===== src/rtl/gp_write_fifo.sv =====
// gp_write_fifo: GP write-back buffer. Packs 32-bit producer words into
// 8-word blocks held in a ping-pong 2x8 RAM and commits each block to DDR as
// one af write command plus two 128-bit wdf beats. Partially filled blocks are
// committed on flush with the unused words masked off.
module gp_write_fifo #(
  parameter int unsigned CNT_WIDTH = 17
) (
  input  logic         clk,
  input  logic         rst,
  input  logic         start,
  input  logic [30:0]  base_addr,
  input  logic         in_valid,
  input  logic [31:0]  in_data,
  output logic         in_ready,
  input  logic         flush,
  input  logic         af_full,
  input  logic         wdf_full,
  output logic         af_wr_en,
  output logic [2:0]   af_cmd_din,
  output logic [30:0]  af_addr_din,
  output logic         wdf_wr_en,
  output logic [127:0] wdf_din,
  output logic [15:0]  wdf_mask_din,
  output logic         busy,
  output logic [1:0]   state
);

  localparam logic [1:0] ST_IDLE  = 2'd0;
  localparam logic [1:0] ST_CMD   = 2'd1;
  localparam logic [1:0] ST_BEAT2 = 2'd2;

  // Storage: block 0 = entries 0-7, block 1 = entries 8-15.
  logic [31:0]          r_mem [16];
  logic [3:0]           r_wr_ptr;
  logic                 r_rd_blk;
  logic [1:0]           r_blk_full;
  logic [3:0]           r_blk_cnt [2];
  logic [CNT_WIDTH-1:0] r_burst_cnt;
  logic [28:0]          r_base;
  logic [1:0]           r_state;

  logic       w_start;
  logic       w_accept;
  logic [3:0] w_ptr_after;
  logic       w_fill_done;
  logic       w_flush_do;
  logic       w_af_push;
  logic       w_beat2_push;

  logic [3:0]  w_wr_ptr_d;
  logic        w_rd_blk_d;
  logic [1:0]  w_blk_full_d;
  logic [3:0]  w_blk_cnt_d [2];
  logic [CNT_WIDTH-1:0] w_burst_cnt_d;
  logic [28:0] w_base_d;
  logic [1:0]  w_state_d;
  logic [28:0] w_burst_ext;

  // Address bits [1:0] are defined as ignored.
  logic w_unused;
  assign w_unused = ^base_addr[1:0];

  assign busy     = (|r_blk_full) | (r_state != ST_IDLE);
  assign w_start  = start & ~busy;
  assign in_ready = ~r_blk_full[r_wr_ptr[3]];
  assign w_accept = in_valid & in_ready;

  // Pointer after this cycle's accept; flush sizing is taken from it so a
  // simultaneous word is counted before the block is closed.
  assign w_ptr_after = w_accept ? (r_wr_ptr + 4'd1) : r_wr_ptr;
  assign w_fill_done = w_accept & (r_wr_ptr[2:0] == 3'd7);
  assign w_flush_do  = flush & (w_ptr_after[2:0] != 3'd0);

  // Both FIFOs must have room so the command and its first beat go together.
  assign w_af_push    = (r_state == ST_CMD) & ~af_full & ~wdf_full;
  assign w_beat2_push = (r_state == ST_BEAT2) & ~wdf_full;

  assign af_wr_en   = w_af_push;
  assign wdf_wr_en  = w_af_push | w_beat2_push;
  assign af_cmd_din = 3'b000;
  assign state      = r_state;

  assign w_burst_ext = 29'(r_burst_cnt);
  assign af_addr_din = {r_base + w_burst_ext, 2'b00};

  // Fill-side bookkeeping: write pointer and per-block full/count flags.
  always_comb begin
    w_wr_ptr_d     = w_ptr_after;
    w_blk_full_d   = r_blk_full;
    w_blk_cnt_d[0] = r_blk_cnt[0];
    w_blk_cnt_d[1] = r_blk_cnt[1];
    if (w_start) begin
      // Nothing is pending when start is honoured; any partial fill is dropped.
      w_wr_ptr_d = 4'd0;
    end else begin
      // The draining block is full, so the fill side never touches it here.
      if (w_beat2_push) begin
        w_blk_full_d[r_rd_blk] = 1'b0;
      end
      if (w_fill_done) begin
        w_blk_full_d[r_wr_ptr[3]] = 1'b1;
        w_blk_cnt_d[r_wr_ptr[3]]  = 4'd8;
      end
      if (w_flush_do) begin
        w_blk_full_d[w_ptr_after[3]] = 1'b1;
        w_blk_cnt_d[w_ptr_after[3]]  = {1'b0, w_ptr_after[2:0]};
        w_wr_ptr_d                   = {~w_ptr_after[3], 3'b000};
      end
    end
  end

  // Read-side bookkeeping: block selector, burst counter and latched base.
  always_comb begin
    w_rd_blk_d    = r_rd_blk;
    w_burst_cnt_d = r_burst_cnt;
    w_base_d      = r_base;
    if (w_start) begin
      w_rd_blk_d    = 1'b0;
      w_burst_cnt_d = '0;
      w_base_d      = base_addr[30:2];
    end else begin
      if (w_beat2_push) begin
        w_rd_blk_d = ~r_rd_blk;
      end
      if (w_af_push) begin
        w_burst_cnt_d = r_burst_cnt + CNT_WIDTH'(1);
      end
    end
  end

  // Drain FSM next state.
  always_comb begin
    w_state_d = r_state;
    case (r_state)
      ST_IDLE:  if (r_blk_full[r_rd_blk]) w_state_d = ST_CMD;
      ST_CMD:   if (w_af_push) w_state_d = ST_BEAT2;
      ST_BEAT2: if (w_beat2_push) w_state_d = ST_IDLE;
      default:  w_state_d = ST_IDLE;
    endcase
  end

  // Beat assembly: BEAT2 selects words 4-7 of the draining block, otherwise
  // words 0-3, so data and mask hold steady while a push is stalled.
  always_comb begin
    logic       w_hi;
    logic [2:0] w_word;
    logic [3:0] w_idx;
    w_hi         = (r_state == ST_BEAT2);
    w_word       = 3'd0;
    w_idx        = 4'd0;
    wdf_din      = '0;
    wdf_mask_din = '0;
    for (int j = 0; j < 4; j++) begin
      w_word = {w_hi, 2'(j)};
      w_idx  = {r_rd_blk, w_word};
      wdf_din[32*j +: 32] = r_mem[w_idx];
      if ({1'b0, w_word} >= r_blk_cnt[r_rd_blk]) begin
        wdf_mask_din[4*j +: 4] = 4'hF;
      end
    end
  end

  // Word RAM write port; the RAM itself carries no reset.
  always_ff @(posedge clk) begin
    if (w_accept) begin
      r_mem[r_wr_ptr] <= in_data;
    end
  end

  // Control state registers with synchronous reset.
  always_ff @(posedge clk) begin
    if (rst) begin
      r_wr_ptr     <= 4'd0;
      r_rd_blk     <= 1'b0;
      r_blk_full   <= 2'b00;
      r_blk_cnt[0] <= 4'd0;
      r_blk_cnt[1] <= 4'd0;
      r_burst_cnt  <= '0;
      r_base       <= 29'd0;
      r_state      <= ST_IDLE;
    end else begin
      r_wr_ptr     <= w_wr_ptr_d;
      r_rd_blk     <= w_rd_blk_d;
      r_blk_full   <= w_blk_full_d;
      r_blk_cnt[0] <= w_blk_cnt_d[0];
      r_blk_cnt[1] <= w_blk_cnt_d[1];
      r_burst_cnt  <= w_burst_cnt_d;
      r_base       <= w_base_d;
      r_state      <= w_state_d;
    end
  end

endmodule


===== config.mk =====
export PLATFORM = sky130hd
export DESIGN_NAME = gp_write_fifo
export DESIGN_NICKNAME = d
export VERILOG_FILES = /design/src/rtl/gp_write_fifo.sv
export SDC_FILE = /design/constraint.sdc
export NUM_CORES = 1
export LEC_CHECK = 0
export BUFFER_PORTS_ARGS = -buffer_cell sky130_fd_sc_hd__buf_4
export CORE_MARGIN = 2
export CORE_UTILIZATION = 55
export DETAILED_ROUTE_END_ITERATION = 8
export HOLD_SLACK_MARGIN = 0.03
export PLACE_DENSITY = 0.72
export RECOVER_POWER = 50
export SYNTH_ARGS = -nofsm -noshare
export SYNTH_HDL_FRONTEND = slang
export SYNTH_SLANG_ARGS = --single-unit
export TNS_END_PERCENT = 1

===== constraint.sdc =====
create_clock -name clk -period 7.7 [get_ports clk]
set_input_delay 1.925 -clock clk [delete_from_list [all_inputs] [get_ports clk]]
set_output_delay 1.925 -clock clk [all_outputs]
set_load 0.005 [all_outputs]

* After elaboration in Yosys (flattened, before gate mapping)
Memories as Yosys holds them, arrays and structs flattened. A register that Yosys moved wholly into a read port is not among the register bits. Index checks and enable logic that the tools add are counted.
Cells by class: bitwise operators 26, $lt $le $gt $ge 14, multiplexer cells 43, add/sub/neg operators 3, reduce and logical (&&, ||, !) cells 12, equal/unequal tests 6
Operators with widths (number):
- 4-bit 2-to-1 mux | 10
- 8-bit 2-to-1 mux | 4
- 29-bit by 17-bit adder with 29-bit output | 1
- 17-bit by 1-bit adder with 17-bit output (second input constant) | 1
- 3-bit by 4-bit >= comparator with 1-bit output | 4
- 2-bit 2-to-1 mux | 8
- 1-bit 2-to-1 mux | 14
- 8-bit bitwise mux | 1
- 4-bit demux with 1-bit select | 2
- 1-bit AND | 7
- 6-bit AND | 1
- 1-bit by 2-bit < comparator with 1-bit output (second input constant) | 3
- 2-bit inequality test (second input constant) | 3
- 1-bit inverter | 6
- 6-bit inverter | 1
- 2-bit OR | 3
- 2-bit case mux with 3 select lines | 1
- 1-bit logical AND | 5
- 4-bit by 1-bit adder with 4-bit output (second input constant) | 1
- 2-bit >= comparator (second input constant) | 2
- 2-bit by 1-bit < comparator with 1-bit output (second input constant) | 2
- 1-bit inverter with 2-bit output | 2
- 1-bit OR | 4
- 2-bit OR reduction | 2
- 12 further kinds | 16
Word-level totals: RAM bits 520, output and inout bits 184, memories kept 2, bits of input ports 70, bits in registers 55, word-level logic and storage cells 113
Memory list:
- r_mem | depth 16, width 32, read ports 4, clocked after Yosys merged registers in 0, wr ports 1, line 33 | logic [31:0] r_mem [16];
- r_blk_cnt | depth 2, width 4, read ports 3, clocked after Yosys merged registers in 1, wr ports 2, line 37 | logic [3:0] r_blk_cnt [2];

* Logic depth before layout (Yosys ltp)
Gate-level depths: netlist of run 1.
depth after elaboration 14, gate-level depth with buffers 9, gate-level depth less buffers 8

* Least setup slack after synthesis of run 1
OpenSTA, ideal clock, no wires.
kind input to output, start point in wdf_full, end point out wdf_wr_en, buffers on the path 1, stages on the path 3, path slack 3033 ps, required time 5775 ps, arrival time 2742 ps, path through nor4b_1 > clkbuf_1 > or2_2
Between the ends: longest elaborated chain between the ends 3, elaborated cells between the ends (all ways) 4, classes of those cells bitwise (4)
Ends and longest elaborated chain:
- start, declared | line 17 | input logic wdf_full,
- 1-bit inverter | line 75 | assign w_af_push = (r_state == ST_CMD) & ~af_full & ~wdf_full;
- 1-bit AND | line 75
- via af_wr_en | line 18 | output logic af_wr_en,
- 1-bit OR | line 79 | assign wdf_wr_en = w_af_push | w_beat2_push;
- end, declared | line 21 | output logic wdf_wr_en,
The timed path passes the listed nets, and every way through them passes these cells.

* Final worst setup path of run 1
start point reg r_burst_cnt[0], end point out af_addr_din[20]
Between the ends: longest elaborated chain between the ends 1
Ends and longest elaborated chain:
- start, declared | line 38 | logic [CNT_WIDTH-1:0] r_burst_cnt;
- start signal, assigned | line 187 | r_burst_cnt <= w_burst_cnt_d;
- 29-bit by 17-bit adder with 29-bit output | line 84 | assign af_addr_din = {r_base + w_burst_ext, 2'b00};
- end, declared | line 20 | output logic [30:0] af_addr_din,
No other way between the ends.

==> results_dict.tcl, run 1 <==
set metrics [dict create \
    design.die.area_sq_um 42400 \
    port_buffers 246 \
    dp_hpwl_mm 27.1 \
    syn_avg_cell_area_sq_um 18.9 \
    yosysTopAreaCell "edfxtp_1" \
    clk_root_buffer_cell "clkbuf_16" \
    critical_path.reg2reg.endpoint "r_wr_ptr[2]" \
    post_cts_resized 0 \
    drive_gt1_share_pct 30.7 \
    placeableCoreArea_sq_um 40000 \
    grt_pass1_wl_mm 71.2 \
    routabilityCongestion 0.842 \
    postCtsSetupBuffers 0 \
    hold_path_depth 2 \
    period_minus_slack_ns 5.90 \
    post_cts_hold_buffer_count 0 \
    yosysSeqAreaShare_pct 74.3 \
    fin_area_sq_um 26300 \
    violations "capacitance limit, slew limit" \
    mappedNetlistArea_sq_um 22400 \
    critical_path.cell_chain "ha_1, fa_1, a21o_1, a221oi_1, nor3_1, o21ai_0, a21boi_0, xor2_1, buf_4" \
    clock-sinks 576 \
    rr_worst_depth 6 \
    routed_antenna_nets 0 \
    cp.required_ns 5.78 \
    initial_utilization_pct 56.0 \
    number_of_max_cap_violations 4 \
    timing.critical_path.max_delay_family "compound AO/OA/AOI/OAI gates" \
    cts.path.max_buffers 3 \
    synth-async-reset-ratio_pct 0 \
    placed_cells_incl_taps 1899 \
    final.period_utilization_pct 76.7 \
    syn_to_final_growth_pct 17.6 \
    nets 1528 \
    worstHoldEndpoint "r_base[23]" \
    synth.ff_latch_count 576 \
    worstReg2RegStart "state[0]" \
    post_synth_inst_count 1185 \
    worstHoldPathType "flop to flop" \
    h-tree-depth 2 \
    synth-warning-count 0 \
    finalHoldViolations 0 \
    antenna_cells 0 \
    setup_tns_ns 0 \
    final-max-slew-violation-count 133 \
    worstPathArrival_ns 3.98 \
    finalWorstSetupSlack_ns 1.80 \
    rsz0062_at_grt "false" \
    antenna_violations_before_repair 2 \
    dieWidth_um 206 \
    cp-start-kind "flop" \
    timing.final.setup_violations 0 \
    vertical_extent_of_the_die_um 206 \
    setup.worst_path.class "flop to output port" \
    crit_fanout 6 \
    crit_path_end_kind "output port" \
    critPathBufInv 1 \
    routed_via_density 5.83 \
    grt_pass1_vias 11800 \
    synth_top_cell_area_share_pct 68.6 \
    vias 11700 \
    ys_top_cells_by_area "edfxtp_1 69%, mux4_2 13%, dfxtp_1 5.7%" \
    max-slew-margin-rel_pct -43.5 \
    fin_worst_skew_ns 0.0161 \
    pre_cts_ws_ns 2.53 \
    synth-main-ff-cell "edfxtp_1" \
    drc 0 \
    cts_buffers 56 \
    detail_route.first_pass.iterations 5 \
    globalRouteOverflowTotal 0 \
    worst_path_max_delay_cell "a221oi_1" \
    run_status "finished with violations" \
    timing.hold.worst.start "r_base[23]" \
    achievable-frequency_mhz 169 \
    tightest_slew_ns 2.15 \
    global_route.usage.total_pct 23.0 \
    core.rowCount 73 \
    post_synth_num_cell_types 54 \
    placed_area_sq_um 24700 \
    pin_count 254 \
    grt_start_max_net_pins 71 \
    clkLatencyLatePin_ns 0.60 \
    crit_path_max_incr_delay_ns 0.70 \
    postRouteWirelength_mm 47.6 \
    layoutNonFillerInstCount 2001 \
    ir_worst_vdd_mv 0.166 \
    power_leakage_nw 9.12 \
    setup_slack_of_the_most_critical_reg_to_reg_path_ns 4.36 \
    tritoncts_clock_tree "done" \
    synth-edff-count 512 \
    drt_iter0_markers 848 \
    holdWs_ns 0.459 \
    cellPowerDensity_nw_per_um2 245 \
    path_clk_slew_ns 0.06 \
    avg_wl_per_cell_um 23.8 \
]
## power breakdown
part	internal (mW)	switching, mW	total [mW]
Clock	1.56	1.13	2.69
Sequential	3.45	0.0206	3.47
Combinational	0.132	0.171	0.303
Total	5.14	1.32	6.46
## worst reg2reg max path, cell delays in order (launching register included)
cell and delay, ns:
dfxtp_1 0.41, nor4_1 0.13, nand2_1 0.08, clkbuf_1 1.14, nand2b_1 0.87, or2_2 0.56, nor2_1 0.10
## cell type report
type                    instances  area (sq um)
flip-flops and latches        576         16700
clock buffers                  68          1470
repair buffers                253          1770
inverters                      11          48.8
clock inverters                34           334
fillers                      2725         13700
multi-input cells             534          5400
well taps                     525           657
## registers in the layout (all words and copies together) (netlist names), named ones only
register,count
state,2
r_blk_full,2
r_rd_blk,1
r_wr_ptr,4
r_burst_cnt,17
r_blk_cnt,8
r_base,29
r_mem,512
## kinds of logic (layout without fill, tap and decap cells)
kind of cell               Yosys count  count (layout)  synth area share [%]
AOI/OAI and AO/OA                  111             111                  2.94
xor gates and xnor gates            40              40                  1.56
adders and majority gates           26              26                  1.49
buffers and inverters               79             366                  1.68
DFF                                576             576                  74.3
muxes                              140             140                  13.4
other                                1               5                0.0167
and+or+nand+nor                    212             212                  4.52
## layer usage
layer,global-route usage [%],share of wire (%),vias up
li1,-,-,5206
met1,30.8,41,6028
met2,38.0,50,349
met3,4.96,6.5,88
met4,7.40,2.4,4
met5,0,0.053,-
## synth_stat cells (3+ instances only)
cell / n
xor2_1: 27
a221oi_1: 3
mux4_2: 128
nand4_1: 8
and3_1: 18
nor2_1: 38
xnor2_1: 13
a21o_1: 10
a31oi_1: 7
or2_2: 5
edfxtp_1: 512
mux2i_1: 9
o211ai_1: 3
buf_4: 17
clkbuf_1: 36
ha_1: 25
inv_1: 10
a31o_2: 3
buf_1: 12
nand2_1: 84
nand3_1: 13
and2_1: 15
dfxtp_1: 64
a211oi_1: 3
nand2b_1: 4
nor2b_1: 3
or3_1: 5
nor3_1: 7
a21oi_1: 61
o21ai_0: 11
## per-stage QoR
stage	utilization [%]	power, mW
detailed placement	61.7	3.85
global placement	61.7	3.84
CTS	66.2	6.51
floorplan	-	3.67
global route	65.8	6.66
finish	65.8	6.46
## worst max-delay path by stage
stage / to / depth (start not counted) / slack, ns / startpoint
3_5_place_dp: af_addr_din[20] / 9 / 2.53 / r_burst_cnt[0]
4_1_cts: af_addr_din[20] / 9 / 1.86 / r_burst_cnt[0]
6_report: af_addr_din[20] / 9 / 1.80 / r_burst_cnt[0]
5_1_grt: af_addr_din[20] / 9 / 1.61 / r_burst_cnt[0]
3_3_place_gp: af_addr_din[20] / 9 / 2.62 / r_burst_cnt[0]
2_1_floorplan: wdf_wr_en / 3 / 3.03 / wdf_full
## layout by cell type, fill, tap and decap left out, types with 8 or more instances in the layout
master and instances:
nand3_1 13, clkbuf_1 45, and3_1 14, mux4_2 128, xor2_1 27, inv_1 10
xnor2_1 13, clkinv_2 13, clkinv_1 10, nand2_1 84, nor2_1 38, a21oi_1 61
ha_1 25, clkbuf_16 57, mux2i_1 9, o21ai_0 11, nand4_1 8, edfxtp_1 512
a21o_1 10, buf_4 218, dfxtp_1 63
(Power assumes the default switching activity.)
==> run 2, diff against run 1 <==
ABC_AREA = 1   (was default)
CORE_UTILIZATION = 53   (was 55)
clock period = 5.3 ns   (was 7.7 ns; I/O delays follow)
==> results_dict.tcl, run 2 <==
set metrics [dict create \
    clk_root_buffer_cell "clkbuf_16" \
    largest_reg_flops 512 \
    timing.hold.worst.start "r_base[10]" \
    synth_common_cells "512 x edfxtp_1, 323 x nor2_1, 282 x o21ai_0" \
    layout.cells.most_common_list "512 x edfxtp_1, 316 x nor2_1, 282 x o21ai_0, 235 x buf_4, 173 x nand2_1" \
    period_minus_slack_ns 4.50 \
    timing.final.setup_violations 0 \
    number_of_max_cap_violations 10 \
    pre_cts_ws_ns 1.47 \
    finalWorstSetupSlack_ns 0.801 \
    synth.most_common_cell "edfxtp_1" \
    clkLatencyLatePin_ns 0.62 \
    worstReg2RegStart "r_wr_ptr[3]" \
    routed_via_density 5.67 \
    post_cts_resized 0 \
    post_synth_num_cell_types 44 \
    run_status "finished with violations" \
    h-tree-depth 2 \
    fin_worst_skew_ns 0.0182 \
    setup.worst_path.class "flop to output port" \
    core.rowCount 76 \
    post_synth_inst_count 1907 \
    postRouteWirelength_mm 57.8 \
    synth-edff-count 512 \
    cts.path.max_buffers 3 \
    largest-register "r_mem" \
    power_leakage_nw 9.71 \
    routed_antenna_nets 0 \
    crit_fanout 258 \
    detail_route.first_pass.iterations 5 \
    met2RoutedLength_mm 27.8 \
    synth-warning-count 0 \
    grt_pass1_wl_mm 85.9 \
    final-max-slew-violation-count 215 \
    drt-met1-wl_mm 24.5 \
    cp.required_ns 3.97 \
    synth-async-reset-ratio_pct 0 \
    dp_hpwl_mm 33.2 \
    clock-sinks 576 \
    worstPathArrival_ns 3.17 \
    layout.cells.most_common "edfxtp_1" \
    tightest_slew_ns 2.56 \
    placeableCoreArea_sq_um 43100 \
    holdWs_ns 0.469 \
    vertical_extent_of_the_die_um 213 \
    cp-start-kind "flop" \
    synth.ff_latch_count 576 \
    rsz0062_at_grt "false" \
    ys_top_cells_by_area "edfxtp_1 66%, o21ai_0 6.1%, dfxtp_1 5.5%" \
    grt_start_max_net_pins 259 \
    drc 0 \
    post_cts_hold_buffer_count 0 \
    antenna_cells 0 \
    grt_pass1_vias 14800 \
    drive_gt1_share_pct 16.4 \
    syn_avg_cell_area_sq_um 12.1 \
    power.total_mw 9.91 \
    achievable-frequency_mhz 222 \
    violations "capacitance limit, slew limit" \
    yosysSeqAreaShare_pct 71.9 \
    synth-main-ff-cell "edfxtp_1" \
    yosysTopAreaCell "edfxtp_1" \
    avg_wl_per_cell_um 21.0 \
    max-slew-margin-rel_pct -71.4 \
    dieWidth_um 213 \
    vias 15600 \
    path_clk_slew_ns 0.06 \
    ir_worst_vdd_mv 0.309 \
    met3WireLength_mm 3.96 \
    tritoncts_clock_tree "done" \
    final.period_utilization_pct 84.9 \
    initial_utilization_pct 53.8 \
    pin_count 254 \
    setup_tns_ns 0 \
    cellPowerDensity_nw_per_um2 363 \
    global_route.usage.total_pct 25.2 \
    drt_iter0_markers 1596 \
    design.die.area_sq_um 45400 \
    layout_top_registers "r_mem x512, r_base x29, r_burst_cnt x17" \
    nets 2222 \
    syn_to_final_growth_pct 17.8 \
    routabilityCongestion 0.893 \
    mappedNetlistArea_sq_um 23200 \
    cts_buffers 57 \
    worstHoldPathType "flop to flop" \
    finalHoldViolations 0 \
    port_buffers 246 \
    final_util_pct 63.3 \
    synth_top_cell_area_share_pct 66.4 \
    antenna_violations_before_repair 1 \
    top_layer "met5" \
    globalRouteOverflowTotal 0 \
    crit_path_end_kind "output port" \
    timing.critical_path.from "state[1]" \
    postCtsSetupBuffers 0 \
]
## run 2: cell count changes after synthesis, moves of 16 or more
cell | before | now
nor2_1 | 38 | 323
o21ai_0 | 11 | 282
o22ai_1 | 0 | 130
mux4_2 | 128 | 0
nand2_1 | 84 | 173
inv_1 | 10 | 76
clkbuf_1 | 36 | 80
nand3_1 | 13 | 33
and3_1 | 18 | 2
## run 2: stage by stage
stage	instances	cell area, sq um
2_1_floorplan	1911	23200
3_3_place_gp	2652	25600
3_5_place_dp	2652	25600
4_1_cts	2758	27500
5_1_grt	2758	27300
6_report	2758	27300
## run 2: final timing paths
path | to | slack (ns) | cells after the start
setup reg to reg | r_mem[11][1] | 1.19 | 7
hold reg to reg | r_base[10] | 0.47 | 2
hold / removal | r_base[10] | 0.47 | 2
setup / recovery | wdf_mask_din[2] | 0.80 | 7
## run 2: per-layer routing
| metal | GRT usage, % | up-vias |
|---|---|---|
| met5 | 0 | - |
| met4 | 8.34 | 2 |
| met3 | 4.77 | 90 |
| met2 | 40.9 | 530 |
| met1 | 34.5 | 7688 |
| li1 | - | 7322 |
## run 2: final cells by class
cell class | count | area [sq um]
sequential | 576 | 16700
fill | 3278 | 15800
multi-input combinational | 1137 | 5740
timing repair buffer | 270 | 1920
clock buffer | 70 | 1500
tap | 585 | 732
clock inverter | 36 | 415
inverter | 84 | 325
## run 2: report_power, final
part	total (mW)	leakage (nW)	switching [mW]	internal, mW
clock	4.11	0.912	1.71	2.40
sequential	5.10	5.15	0.0466	5.05
combinational	0.709	3.65	0.434	0.275
total	9.91	9.71	2.19	7.73
## run 2: kinds of logic after synthesis
family          count (synthesis)  share of synthesized area (%)
fa+ha+maj                      26                           1.44
flops                         576                           71.9
buf+inv                       198                           3.55
compound gates                499                           11.7
other cells                     1                         0.0162
simple gates                  577                           10.3
xor+xnor                       30                           1.13
## run 2: critical path, cell delays in order (launching register included)
cell and delay (ns):
dfxtp_1 0.38, inv_1 0.10, nor2_4 0.18, buf_12 0.71
ha_1 0.30, nand2_1 0.09, o31ai_1 0.41, buf_4 0.20
==> run 3, diff against run 2 <==
clock period = 3.82 ns   (was 5.3 ns; I/O delays follow)
==> results_dict.tcl, run 3 (same netlist as run 2, synthesis figures left out) <==
set metrics [dict create \
    timing.final.setup_violations 22 \
    final-max-slew-violation-count 0 \
    design.die.area_sq_um 45400 \
    grt_pass1_wl_mm 84.3 \
    worstHoldPathType "flop to flop" \
    violations "capacitance limit, setup timing" \
    tightest_slew_ns 1.50 \
    clkLatencyLatePin_ns 0.62 \
    detail_route.first_pass.iterations 5 \
    cts.path.max_buffers 3 \
    fin_area_sq_um 27500 \
    antenna_cells 0 \
    multiInputGateArea_sq_um 5790 \
    largest_reg_flops 512 \
    path_clk_slew_ns 0.06 \
    layout.cells.most_common "edfxtp_1" \
    layout.cells.most_common_list "512 x edfxtp_1, 315 x nor2_1, 283 x o21ai_0, 222 x buf_4, 173 x nand2_1" \
    ir_worst_vdd_mv 0.396 \
    pin_count 254 \
    dieWidth_um 213 \
    cts_buffers 57 \
    vertical_extent_of_the_die_um 213 \
    global_route.usage.total_pct 24.7 \
    cellPowerDensity_nw_per_um2 495 \
    finalWorstSetupSlack_ns -0.113 \
    worstPathArrival_ns 2.98 \
    core.rowCount 76 \
    grt_pass1_vias 14700 \
    rr_worst_depth 7 \
    dp_hpwl_mm 32.9 \
    drc 0 \
    worstHoldEndpoint "r_base[10]" \
    achievable-frequency_mhz 254 \
    h-tree-depth 2 \
    routabilityCongestion 0.890 \
    power_leakage_nw 9.78 \
    crit_fanout 256 \
    drt_iter0_markers 1313 \
    cp-start-kind "flop" \
    max-slew-margin-rel_pct 0.0532 \
    rsz0062_at_grt "true" \
    port_buffers 246 \
    postRouteWirelength_mm 56.6 \
    routed_via_density 5.63 \
    post_cts_hold_buffer_count 0 \
    vias 15600 \
    placeableCoreArea_sq_um 43100 \
    worst_path_max_delay_cell "o21ai_0" \
    crit_path_max_incr_delay_ns 0.55 \
    routed_antenna_nets 0 \
    initial_utilization_pct 53.8 \
    globalRouteOverflowTotal 0 \
    drive_gt1_share_pct 16.7 \
    clk_root_buffer_cell "clkbuf_16" \
    largest-register "r_mem" \
    nets 2227 \
    period_minus_slack_ns 3.93 \
    setup.worst_path.class "flop to output port" \
    grt_start_max_net_pins 257 \
    holdWs_ns 0.470 \
    critical_path.cell_chain "inv_1, nor2_4, inv_8, buf_16, o21ai_0, o22ai_2, buf_4" \
    fillerInstances 3256 \
    crit_path_end_kind "output port" \
    critical_path.reg2reg.endpoint "r_mem[7][3]" \
    hold_path_depth 2 \
    antenna_violations_before_repair 1 \
    timing.critical_path.from "state[1]" \
    clock-sinks 576 \
    final.period_utilization_pct 103 \
    run_status "finished with violations" \
    ff_latch_area_sq_um 16700 \
    syn_to_final_growth_pct 18.8 \
    placed_area_sq_um 25800 \
    worstReg2RegStart "r_wr_ptr[3]" \
    setup_slack_of_the_most_critical_reg_to_reg_path_ns 0.66 \
    fin_worst_skew_ns 0.0126 \
    cp.required_ns 2.86 \
    tritoncts_clock_tree "done" \
    avg_wl_per_cell_um 20.5 \
    finalHoldViolations 0 \
    timing.hold.worst.start "r_base[10]" \
    layout_top_registers "r_mem x512, r_base x29, r_burst_cnt x17" \
    number_of_max_cap_violations 1 \
]
## run 3: changes by cell type in the layout (fill, tap and decap cells not counted), sizes merged
cell / change
clkinvlp: -1
buf: +2
inv: +1
clkinv: +6
bufinv: -2
## run 3: cell type report
class                           count  share of cell area, %
Timing Repair Buffer              275                   7.76
Clock buffer                       67                   5.40
Multi-Input combinational cell   1137                   21.0
Sequential cell                   576                   60.6
Inverter                           84                   1.18
Tap cell                          585                   2.66
Clock inverter                     40                   1.41
## run 3: worst max path at each step
stage / depth (start not counted) / end
after floorplan: 4 / r_mem[0][0]
after global placement: 11 / af_addr_din[22]
after detailed placement: 6 / wdf_din[48]
after CTS: 6 / wdf_din[48]
after global routing: 6 / wdf_din[70]
final: 7 / wdf_din[48]
## run 3: layer usage
layer / routed length [um] / vias up / share of wire [%] / global-route usage [%]
met5: 11 / - / 0.019 / 0
met4: 1340 / 2 / 2.4 / 7.33
met3: 4110 / 91 / 7.3 / 5.15
met2: 27000 / 532 / 48 / 39.6
met1: 24200 / 7601 / 43 / 34.3
li1: - / 7328 / - / -
## run 3: worst max-delay path, delay by kind of cell (launching register included)
family | cells | cell delay [ns]
simple gates | 1 | 0.27
buf+inv | 4 | 0.55
flops | 1 | 0.35
compound gates | 2 | 0.73
## run 3: stage by stage
stage / power [mW] / utilization [%] / setup slack [ns] / instances / setup TNS [ns]
final: 13.6 / 63.9 / -0.113 / 2764 / -0.827
after global routing: 14.1 / 63.9 / -0.0757 / 2764 / -0.575
after CTS: 13.7 / 64.3 / 0.00890 / 2764 / 0
after detailed placement: 8.24 / 59.9 / 0.679 / 2657 / 0
after global placement: 8.21 / 59.9 / 0.684 / 2657 / 0
after floorplan: 7.69 / - / 0.792 / 1911 / 0
## run 3: report_power, final
group	switching, mW	internal [mW]
Sequential	0.0617	7.01
Clock	2.36	3.19
Combinational	0.614	0.395
## run 3: what timing repair did
| action | 4_1_cts | 5_1_grt |
|---|---|---|
| setup buffers | 0 | 0 |
| setup endpoints to repair | 0 | 61 |
| resized for setup | 0 | 11 |
